## src/rtl/lms_tap_sequencer_if.sv

```systemverilog
// rtl/lms_tap_sequencer_if.sv - core and RAM side signal bundle of the LMS tap sequencer
`timescale 1ns/1ps
interface lms_tap_sequencer_if #(
  parameter int AW = 4
);
  logic          fir_go;
  logic [15:0]   sample_in;
  logic [31:0]   adjust_in;
  logic          update_en;
  logic [AW-1:0] x_addr;
  logic          x_rd_en;
  logic          x_wr_en;
  logic [15:0]   x_wdata;
  logic [15:0]   x_rdata;
  logic [AW-1:0] w_addr;
  logic          w_rd_en;
  logic          w_wr_en;
  logic [15:0]   w_wdata;
  logic [15:0]   w_rdata;
  logic [15:0]   y_out;
  logic          fir_done;
  logic          busy;
  logic          go_dropped;

  modport master (
    output fir_go, sample_in, adjust_in, update_en, x_rdata, w_rdata,
    input  x_addr, x_rd_en, x_wr_en, x_wdata, w_addr, w_rd_en, w_wr_en, w_wdata,
    input  y_out, fir_done, busy, go_dropped
  );

  modport slave (
    input  fir_go, sample_in, adjust_in, update_en, x_rdata, w_rdata,
    output x_addr, x_rd_en, x_wr_en, x_wdata, w_addr, w_rd_en, w_wr_en, w_wdata,
    output y_out, fir_done, busy, go_dropped
  );
endinterface

```

## src/rtl/lms_tap_sequencer.sv

```systemverilog
// rtl/lms_tap_sequencer.sv - time-multiplexed FIR MAC and in-place LMS weight update sequencer
`timescale 1ns/1ps
module lms_tap_sequencer #(
  parameter int TAPS  = 16,
  parameter int AW    = 4,
  parameter int FRAC  = 15,
  parameter int ACC_W = 40
) (
  input logic               clk,
  input logic               rst,
  lms_tap_sequencer_if.slave bus
);
  typedef enum logic [2:0] {
    S_IDLE, S_WR_X, S_FILT, S_DRAIN, S_DONE, S_UPD_RD, S_UPD_WR
  } state_t;

  localparam logic [AW-1:0]           LAST_K = AW'(TAPS - 1);
  localparam logic signed [ACC_W-1:0] Y_MAX  = ACC_W'(32767);
  localparam logic signed [ACC_W-1:0] Y_MIN  = -ACC_W'(32768);
  localparam logic signed [47:0]      W_MAX  = 48'(32767);
  localparam logic signed [47:0]      W_MIN  = -48'(32768);

  state_t                  r_state;
  logic [AW-1:0]           r_head;
  logic [AW-1:0]           r_k;
  logic signed [ACC_W-1:0] r_acc;
  logic signed [31:0]      r_adjust;
  logic                    r_upd;
  logic [AW-1:0]           r_x_addr;
  logic [AW-1:0]           r_w_addr;
  logic                    r_x_rd_en;
  logic                    r_x_wr_en;
  logic                    r_w_rd_en;
  logic                    r_w_wr_en;
  logic [15:0]             r_x_wdata;
  logic [15:0]             r_y_out;
  logic                    r_fir_done;
  logic                    r_busy;
  logic                    r_go_dropped;

  logic [AW-1:0]           w_k_next;
  logic signed [31:0]      w_prod;
  logic signed [ACC_W-1:0] w_acc_sum;
  logic signed [ACC_W-1:0] w_y_shift;
  logic [15:0]             w_y_sat;
  logic signed [47:0]      w_delta;
  logic signed [47:0]      w_w_sum;
  logic [15:0]             w_w_sat;

  assign w_k_next  = r_k + AW'(1);
  assign w_prod    = 32'($signed(bus.x_rdata)) * 32'($signed(bus.w_rdata));
  assign w_acc_sum = r_acc + ACC_W'(w_prod);
  assign w_y_shift = w_acc_sum >>> FRAC;
  assign w_delta   = (48'(r_adjust) * 48'($signed(bus.x_rdata))) >>> (2 * FRAC);
  assign w_w_sum   = 48'($signed(bus.w_rdata)) + w_delta;

  always_comb begin
    w_y_sat = w_y_shift[15:0];
    if (w_y_shift > Y_MAX)      w_y_sat = 16'h7FFF;
    else if (w_y_shift < Y_MIN) w_y_sat = 16'h8000;
  end

  always_comb begin
    w_w_sat = w_w_sum[15:0];
    if (w_w_sum > W_MAX)      w_w_sat = 16'h7FFF;
    else if (w_w_sum < W_MIN) w_w_sat = 16'h8000;
  end

  // Updated weight depends on the read data returned in the UPD_WR cycle itself
  assign bus.w_wdata    = w_w_sat;
  assign bus.x_addr     = r_x_addr;
  assign bus.x_rd_en    = r_x_rd_en;
  assign bus.x_wr_en    = r_x_wr_en;
  assign bus.x_wdata    = r_x_wdata;
  assign bus.w_addr     = r_w_addr;
  assign bus.w_rd_en    = r_w_rd_en;
  assign bus.w_wr_en    = r_w_wr_en;
  assign bus.y_out      = r_y_out;
  assign bus.fir_done   = r_fir_done;
  assign bus.busy       = r_busy;
  assign bus.go_dropped = r_go_dropped;

  // Strobes are registered on the edge entering the state that owns them
  always_ff @(posedge clk or posedge rst) begin
    if (rst) begin
      r_state      <= S_IDLE;
      r_head       <= '0;
      r_k          <= '0;
      r_acc        <= '0;
      r_adjust     <= '0;
      r_upd        <= 1'b0;
      r_x_addr     <= '0;
      r_w_addr     <= '0;
      r_x_rd_en    <= 1'b0;
      r_x_wr_en    <= 1'b0;
      r_w_rd_en    <= 1'b0;
      r_w_wr_en    <= 1'b0;
      r_x_wdata    <= '0;
      r_y_out      <= '0;
      r_fir_done   <= 1'b0;
      r_busy       <= 1'b0;
      r_go_dropped <= 1'b0;
    end else begin
      r_x_rd_en    <= 1'b0;
      r_x_wr_en    <= 1'b0;
      r_w_rd_en    <= 1'b0;
      r_w_wr_en    <= 1'b0;
      r_fir_done   <= 1'b0;
      r_go_dropped <= bus.fir_go && (r_state != S_IDLE);
      case (r_state)
        S_IDLE: begin
          if (bus.fir_go) begin
            r_adjust  <= $signed(bus.adjust_in);
            r_upd     <= bus.update_en;
            r_acc     <= '0;
            r_k       <= '0;
            r_busy    <= 1'b1;
            r_x_wr_en <= 1'b1;
            r_x_addr  <= r_head;
            r_x_wdata <= bus.sample_in;
            r_state   <= S_WR_X;
          end
        end
        S_WR_X: begin
          r_x_rd_en <= 1'b1;
          r_w_rd_en <= 1'b1;
          r_x_addr  <= r_head;
          r_w_addr  <= '0;
          r_state   <= S_FILT;
        end
        S_FILT: begin
          if (r_k != '0) r_acc <= w_acc_sum;
          if (r_k == LAST_K) begin
            r_state <= S_DRAIN;
          end else begin
            r_k       <= w_k_next;
            r_x_rd_en <= 1'b1;
            r_w_rd_en <= 1'b1;
            r_x_addr  <= r_head - w_k_next;
            r_w_addr  <= w_k_next;
          end
        end
        S_DRAIN: begin
          r_acc      <= w_acc_sum;
          r_y_out    <= w_y_sat;
          r_fir_done <= 1'b1;
          r_state    <= S_DONE;
        end
        S_DONE: begin
          if (r_upd) begin
            r_k       <= '0;
            r_x_rd_en <= 1'b1;
            r_w_rd_en <= 1'b1;
            r_x_addr  <= r_head;
            r_w_addr  <= '0;
            r_state   <= S_UPD_RD;
          end else begin
            r_head  <= r_head + AW'(1);
            r_busy  <= 1'b0;
            r_state <= S_IDLE;
          end
        end
        S_UPD_RD: begin
          r_w_wr_en <= 1'b1;
          r_w_addr  <= r_k;
          r_state   <= S_UPD_WR;
        end
        S_UPD_WR: begin
          if (r_k == LAST_K) begin
            r_head  <= r_head + AW'(1);
            r_busy  <= 1'b0;
            r_state <= S_IDLE;
          end else begin
            r_k       <= w_k_next;
            r_x_rd_en <= 1'b1;
            r_w_rd_en <= 1'b1;
            r_x_addr  <= r_head - w_k_next;
            r_w_addr  <= w_k_next;
            r_state   <= S_UPD_RD;
          end
        end
        default: r_state <= S_IDLE;
      endcase
    end
  end
endmodule

```

## src/flat_wrapper.sv

```systemverilog
// flat-port wrapper written by rule: the top's interface ports become plain ports
module lms_tap_sequencer_flat 
#(
  parameter int TAPS  = 16,
  parameter int AW    = 4,
  parameter int FRAC  = 15,
  parameter int ACC_W = 40
)
  (clk, rst, bus_fir_go, bus_sample_in, bus_adjust_in, bus_update_en, bus_x_rdata, bus_w_rdata, bus_x_addr, bus_x_rd_en, bus_x_wr_en, bus_x_wdata, bus_w_addr, bus_w_rd_en, bus_w_wr_en, bus_w_wdata, bus_y_out, bus_fir_done, bus_busy, bus_go_dropped);
  lms_tap_sequencer_if #(.AW(AW)) bus_i ();
  input logic clk;
  input logic rst;
  input wire logic [$bits(bus_i.fir_go)-1:0] bus_fir_go;
  input wire logic [$bits(bus_i.sample_in)-1:0] bus_sample_in;
  input wire logic [$bits(bus_i.adjust_in)-1:0] bus_adjust_in;
  input wire logic [$bits(bus_i.update_en)-1:0] bus_update_en;
  input wire logic [$bits(bus_i.x_rdata)-1:0] bus_x_rdata;
  input wire logic [$bits(bus_i.w_rdata)-1:0] bus_w_rdata;
  output wire logic [$bits(bus_i.x_addr)-1:0] bus_x_addr;
  output wire logic [$bits(bus_i.x_rd_en)-1:0] bus_x_rd_en;
  output wire logic [$bits(bus_i.x_wr_en)-1:0] bus_x_wr_en;
  output wire logic [$bits(bus_i.x_wdata)-1:0] bus_x_wdata;
  output wire logic [$bits(bus_i.w_addr)-1:0] bus_w_addr;
  output wire logic [$bits(bus_i.w_rd_en)-1:0] bus_w_rd_en;
  output wire logic [$bits(bus_i.w_wr_en)-1:0] bus_w_wr_en;
  output wire logic [$bits(bus_i.w_wdata)-1:0] bus_w_wdata;
  output wire logic [$bits(bus_i.y_out)-1:0] bus_y_out;
  output wire logic [$bits(bus_i.fir_done)-1:0] bus_fir_done;
  output wire logic [$bits(bus_i.busy)-1:0] bus_busy;
  output wire logic [$bits(bus_i.go_dropped)-1:0] bus_go_dropped;
  assign bus_i.fir_go = bus_fir_go;
  assign bus_i.sample_in = bus_sample_in;
  assign bus_i.adjust_in = bus_adjust_in;
  assign bus_i.update_en = bus_update_en;
  assign bus_i.x_rdata = bus_x_rdata;
  assign bus_i.w_rdata = bus_w_rdata;
  assign bus_x_addr = bus_i.x_addr;
  assign bus_x_rd_en = bus_i.x_rd_en;
  assign bus_x_wr_en = bus_i.x_wr_en;
  assign bus_x_wdata = bus_i.x_wdata;
  assign bus_w_addr = bus_i.w_addr;
  assign bus_w_rd_en = bus_i.w_rd_en;
  assign bus_w_wr_en = bus_i.w_wr_en;
  assign bus_w_wdata = bus_i.w_wdata;
  assign bus_y_out = bus_i.y_out;
  assign bus_fir_done = bus_i.fir_done;
  assign bus_busy = bus_i.busy;
  assign bus_go_dropped = bus_i.go_dropped;
  lms_tap_sequencer #(.TAPS(TAPS), .AW(AW), .FRAC(FRAC), .ACC_W(ACC_W)) u_core (.clk(clk), .rst(rst), .bus(bus_i));
endmodule
```

## config.mk

```make
export PLATFORM = sky130hd
export DESIGN_NAME = lms_tap_sequencer_flat
export DESIGN_NICKNAME = d
export VERILOG_FILES = /design/src/rtl/lms_tap_sequencer_if.sv /design/src/rtl/lms_tap_sequencer.sv /design/src/flat_wrapper.sv
export SDC_FILE = /design/constraint.sdc
export NUM_CORES = 2
export LEC_CHECK = 0
export ABC_AREA = 1
export CAP_MARGIN = 20
export CORE_AREA = 8 8 273 249
export CTS_BUF_LIST = sky130_fd_sc_hd__clkbuf_4 sky130_fd_sc_hd__clkbuf_8
export CTS_CLUSTER_SIZE = 28
export DETAILED_ROUTE_END_ITERATION = 12
export DIE_AREA = 0 0 281 257
export GPL_ROUTABILITY_DRIVEN = 0
export GPL_TIMING_DRIVEN = 0
export PLACE_DENSITY = 0.85
export SLEW_MARGIN = 20
export SYNTH_ARGS = -nofsm -noshare
export SYNTH_HDL_FRONTEND = slang
export SYNTH_SLANG_ARGS = --single-unit
```

## constraint.sdc

```tcl
create_clock -name clk -period 32 [get_ports clk]
set_input_delay 8 -clock clk [delete_from_list [all_inputs] [get_ports clk]]
set_output_delay 8 -clock clk [all_outputs]
set_load 0.01 [all_outputs]
```

# Word level (Yosys, flattened, before mapping)
# Cells that the tools add are included.
# totals
ff_bits	130
inputBits	84
out_inout_bits	63
wordCells	95
# classes
add_sub_neg	5
n_mul	2
order_cmp	4
n_eq_ne	14
mux	35
reduce_logical	19
# op_table
op	n
$pmux 40 s3	1
$mux 40	2
$mux 16	4
$gt 48x16->1 const B	1
$lt 48x16->1 const B	1
$mul 32x16->48	1
$add 40x32->40	1
$mul 16x16->32	1
$mux 4	8
$pmux 4 s4	2
$gt 25x16->1 const B	1
$lt 25x16->1 const B	1
$pmux 3 s7	1
$add 16x18->19	1
$mux 3	4
$pmux 4 s3	1
$reduce_and 4->1	3
$reduce_bool 3->1	4
$reduce_bool 4->1	3
$eq 3x3->1 const B	3
$mux 1	9
$reduce_and 3->1	3
$add 4x1->4 const B	2
$ne 2x1->1 const B	4
12 further kinds	17

# Longest topological paths before layout
# depth
depth_word	5
depth_mapped	41
depth_no_buf	38

# Worst setup path before layout
# No wires, ideal clock.
# synth_path
path_type	input to output
startpoint	input port bus_x_rdata[11]
endpoint	output port bus_w_wdata[10]
t_arrival_ps	15304
required_time_ps	24000
path_slack_ps	8696
path_stages	34
n_path_buf	3
path_cell_list	clkbuf_1 -> buf_1 -> nand2_1 -> fa_1 -> inv_1 -> fa_1 -> fa_1 -> fa_1 -> fa_1 -> inv_1 -> fa_1 -> inv_1 -> ha_1 -> nand2_1 -> nor2_1 -> inv_1 -> nor3_1 -> nand2_1 -> nor2_1 -> inv_1 -> o211ai_1 -> a31oi_1 -> xor2_1 -> ha_1 -> nand2_1 -> nor4_1 -> nand4_1 -> nand4_1 -> xor2_1 -> nand2_1 -> nand2_1 -> clkbuf_1 -> nand2_1 -> nand2_1
# synth_via
elab_chain_cells	5
elab_cells_between_ends	6
classes_between	add/sub: 1; mul: 1; order compare: 2; mux: 2
# synth_lines
element	line_no	source
start, declared	flat_wrapper.sv:17	input wire logic [$bits(bus_i.x_rdata)-1:0] bus_x_rdata;
$mul 32x16->48 (*)	lms_tap_sequencer.sv:54	assign w_delta = (48'(r_adjust) * 48'($signed(bus.x_rdata))) >>> (2 * FRAC);
$add 16x18->19 (*)	lms_tap_sequencer.sv:55	assign w_w_sum = 48'($signed(bus.w_rdata)) + w_delta;
$lt 48x16->1	lms_tap_sequencer.sv:66	else if (w_w_sum < W_MIN) w_w_sat = 16'h8000;
$mux 16	lms_tap_sequencer.sv:66	
$mux 16 (*)	lms_tap_sequencer.sv:65	if (w_w_sum > W_MAX) w_w_sat = 16'h7FFF;
end, declared	flat_wrapper.sv:26	output wire logic [$bits(bus_i.w_wdata)-1:0] bus_w_wdata;
# Every way passes the cells marked *; elsewhere a longest branch is shown, timed or not.

# Worst setup path in the final report
# layout_path
startpoint	input port bus_x_rdata[1]
endpoint	output port bus_w_wdata[11]
# Same word-level chain as after synthesis.

==> flow_summary.toml <==
[critical_path]
cp.buffers_inverters = 11
cp-start-kind = "input pin"
r2r_cells = 26
arrival_ps = 18680
crit_top_cell = "nand2_1"
r2r_setup_slack_ps = 26580
crit_cells = 36
worstSetupEndpoint = "bus_w_wdata[11]"
crit_path_max_fanout = 12
critical-path-max-stage-delay_ps = 850
reg2reg_from = "u_core.r_acc[15]"
crit_path_end_kind = "output pin"
cp-startpoint = "bus_x_rdata[1]"
cp.required_ps = 24000
path_delay_family = "adder cells"
r2r-end = "u_core.bus.y_out[10]"
path_class = "input pin to output pin"
slowest_stage = "buf_1"

[finish]
seqCellArea_um2 = 3250
final_cell_mix = "inv_1, nand2_1, fa_1, ha_1, nor2_1"
multiInputGateArea_um2 = 28500
layout.nets = 6030
fill_cells = 4984
drive_gt1_share_pct = 3.17
design_area_um2 = 40400
final_common_cell = "inv_1"
final_cell_count_no_fill = 5750
syn_to_final_growth_pct = 7.62
fin_util_pct = 63.8

[global_route]
antenna_found_initial = 3
grt_usage_pct = 30.8
overflow = 0
grt_pass1_wl_um = 174000
grt_max_degree = 81
grt_pass1_vias = 33600

[die]
ios = 147
rows = 88
start_util_pct = 59.3
die_h_um = 257
fp.coreArea_um2 = 63300
die_w_um = 281
dieArea_um2 = 72200

[worst_hold_path]
hold_path_class = "flop to flop"
hold_path_startpoint = "u_core.bus.x_wdata[5]"

[cts]
cts.hold.buffers_added = 0
cts.sinks = 130
clk_pin_slew_ps = 90
cts_root_buf = "clkbuf_8"
htree_levels = 4
clk_latency_ps = 510
post_cts_buffers = 0
cts_resized = 0
cts_tree = "yes"
cts_buffers = 17
clock_path_buffers = 2

[sta]
fin_crit_ps = 26680
final_max_slew_viol_count = 0
hold_viol = 0
worst_pin_slew_ps = 1280
setup_viol = 0
fmax_mhz = 37.5
worst_clock_skew_ps = 19.9
max_slew_margin_pct = 14.8
tns_ps = 0
period_share_pct = 83.4
rsz0062_at_grt = "no"

[routing]
ant_nets = 0
first_iter_violations = 3357
drc = 0
wl_um = 109000
vias_per_cell = 5.54
drt-pass1-iter-count = 6
wl_per_cell_um = 18.9
dr_total_vias = 31900

[synth]
synth_edf_count = 0
synthesis.area_um2 = 37600
synthDistinctLibCells = 54
yosysSeqAreaShare_pct = 8.66
postSynthCellCount = 4725
ys_ff_latch = 130
synth_flop_cell = "dfrtp_1"
ys_warn_count = 0
syn_area_per_cell_um2 = 7.95
synthesis.nets = 5877
async_flop_share_pct = 100

[placed_design]
dp_cells = 5713
portBuffers = 132
post_dp_cell_area_um2 = 40000
dpl.hpwl_um = 91500

[run]
cap_violations = 0

[outcome]
status = "finished, final reports clean"
==> per-stage QoR <==
stage                     worst slack (ps)  hold slack (ps)
final                                 5320              479
after global routing                  4930              505
after CTS                             5720              481
after detailed placement              5760              458
after global placement                5900              454
after floorplan                       8700              459
==> how the worst min path moves through the flow <==
stage	endpoint	slack, ps	cells past startpoint
6_report	u_core.bus.x_wdata[5]	480	2
5_1_grt	u_core.bus.x_wdata[13]	510	2
4_1_cts	u_core.bus.x_wdata[5]	480	2
3_5_place_dp	u_core.bus.x_wdata[5]	460	2
3_3_place_gp	u_core.bus.x_wdata[9]	450	2
2_1_floorplan	u_core.r_acc[30]	460	2
==> sequential cells by signal, summed over array words and instances (netlist names) <==
name / flops
u_core.r_state: 3
u_core.bus.x_wdata: 16
u_core.r_k: 4
u_core.bus.go_dropped: 1
u_core.bus.w_addr: 4
u_core.bus.x_addr: 4
u_core.r_acc: 40
u_core.r_upd: 1
u_core.r_adjust: 32
u_core.bus.fir_done: 1
u_core.bus.y_out: 16
u_core.bus.w_wr_en: 1
u_core.bus.x_wr_en: 1
u_core.r_head: 4
u_core.bus.x_rd_en: 1
u_core.bus.busy: 1
==> per-layer routing <==
metal,vias up,GRT usage [%],share of wire [%]
met3,536,12.6,15
met5,-,0,0.012
li1,13800,-,-
met1,15400,37.9,35
met2,2173,46.1,43
met4,2,16.3,6.6
==> kinds of logic (layout without fill, tap and decap cells) <==
kind of cell | count (synthesis) | count (layout) | synth area share (%)
AOI/OAI and AO/OA | 306 | 306 | 4.87
xor gates and xnor gates | 80 | 80 | 1.94
adders and majority gates | 1068 | 1068 | 51.9
buffers and inverters | 1539 | 1705 | 15.5
DFF | 130 | 130 | 8.66
muxes | 4 | 4 | 0.120
other | 0 | 4 | 0
and+or+nand+nor | 1598 | 1598 | 17.0
==> synth_stat cells (all sizes together) (4+ instances only) <==
master	instances	area, um2
ha	251	3140
fa	817	16400
xor2	52	482
dfrtp	130	3250
inv	1339	5030
a21oi	123	698
nor4	5	37.5
a31oi	25	156
o211ai	4	30.0
nand3	67	360
clkbuf	164	616
nor2	185	719
nor3	20	120
xnor2	28	245
nand4	13	81.3
buf	35	181
mux2	4	45.0
a22o	20	175
or2	20	125
a21o	6	45.0
nand2	1286	4920
o21bai	11	82.6
o21ai	100	504
==> worst min-delay path, cell delays in order, from the launching register on <==
cell and delay [ps]:
dfrtp_1 360, nand2_1 50, nand2_1 40
==> area by class of cell <==
class | instances | share of cell area, %
antenna | 4 | 0.0248
buffer | 199 | 1.98
clock buffer | 17 | 0.579
clock inverter | 15 | 0.406
inverter | 1340 | 12.5
multi-input combinational | 3056 | 70.5
sequential | 130 | 8.05
tap | 855 | 2.65
timing repair buffer | 134 | 3.37
Power is not shown: default switching activity piles up to over one toggle a cycle in this logic, so the estimate is an artifact.
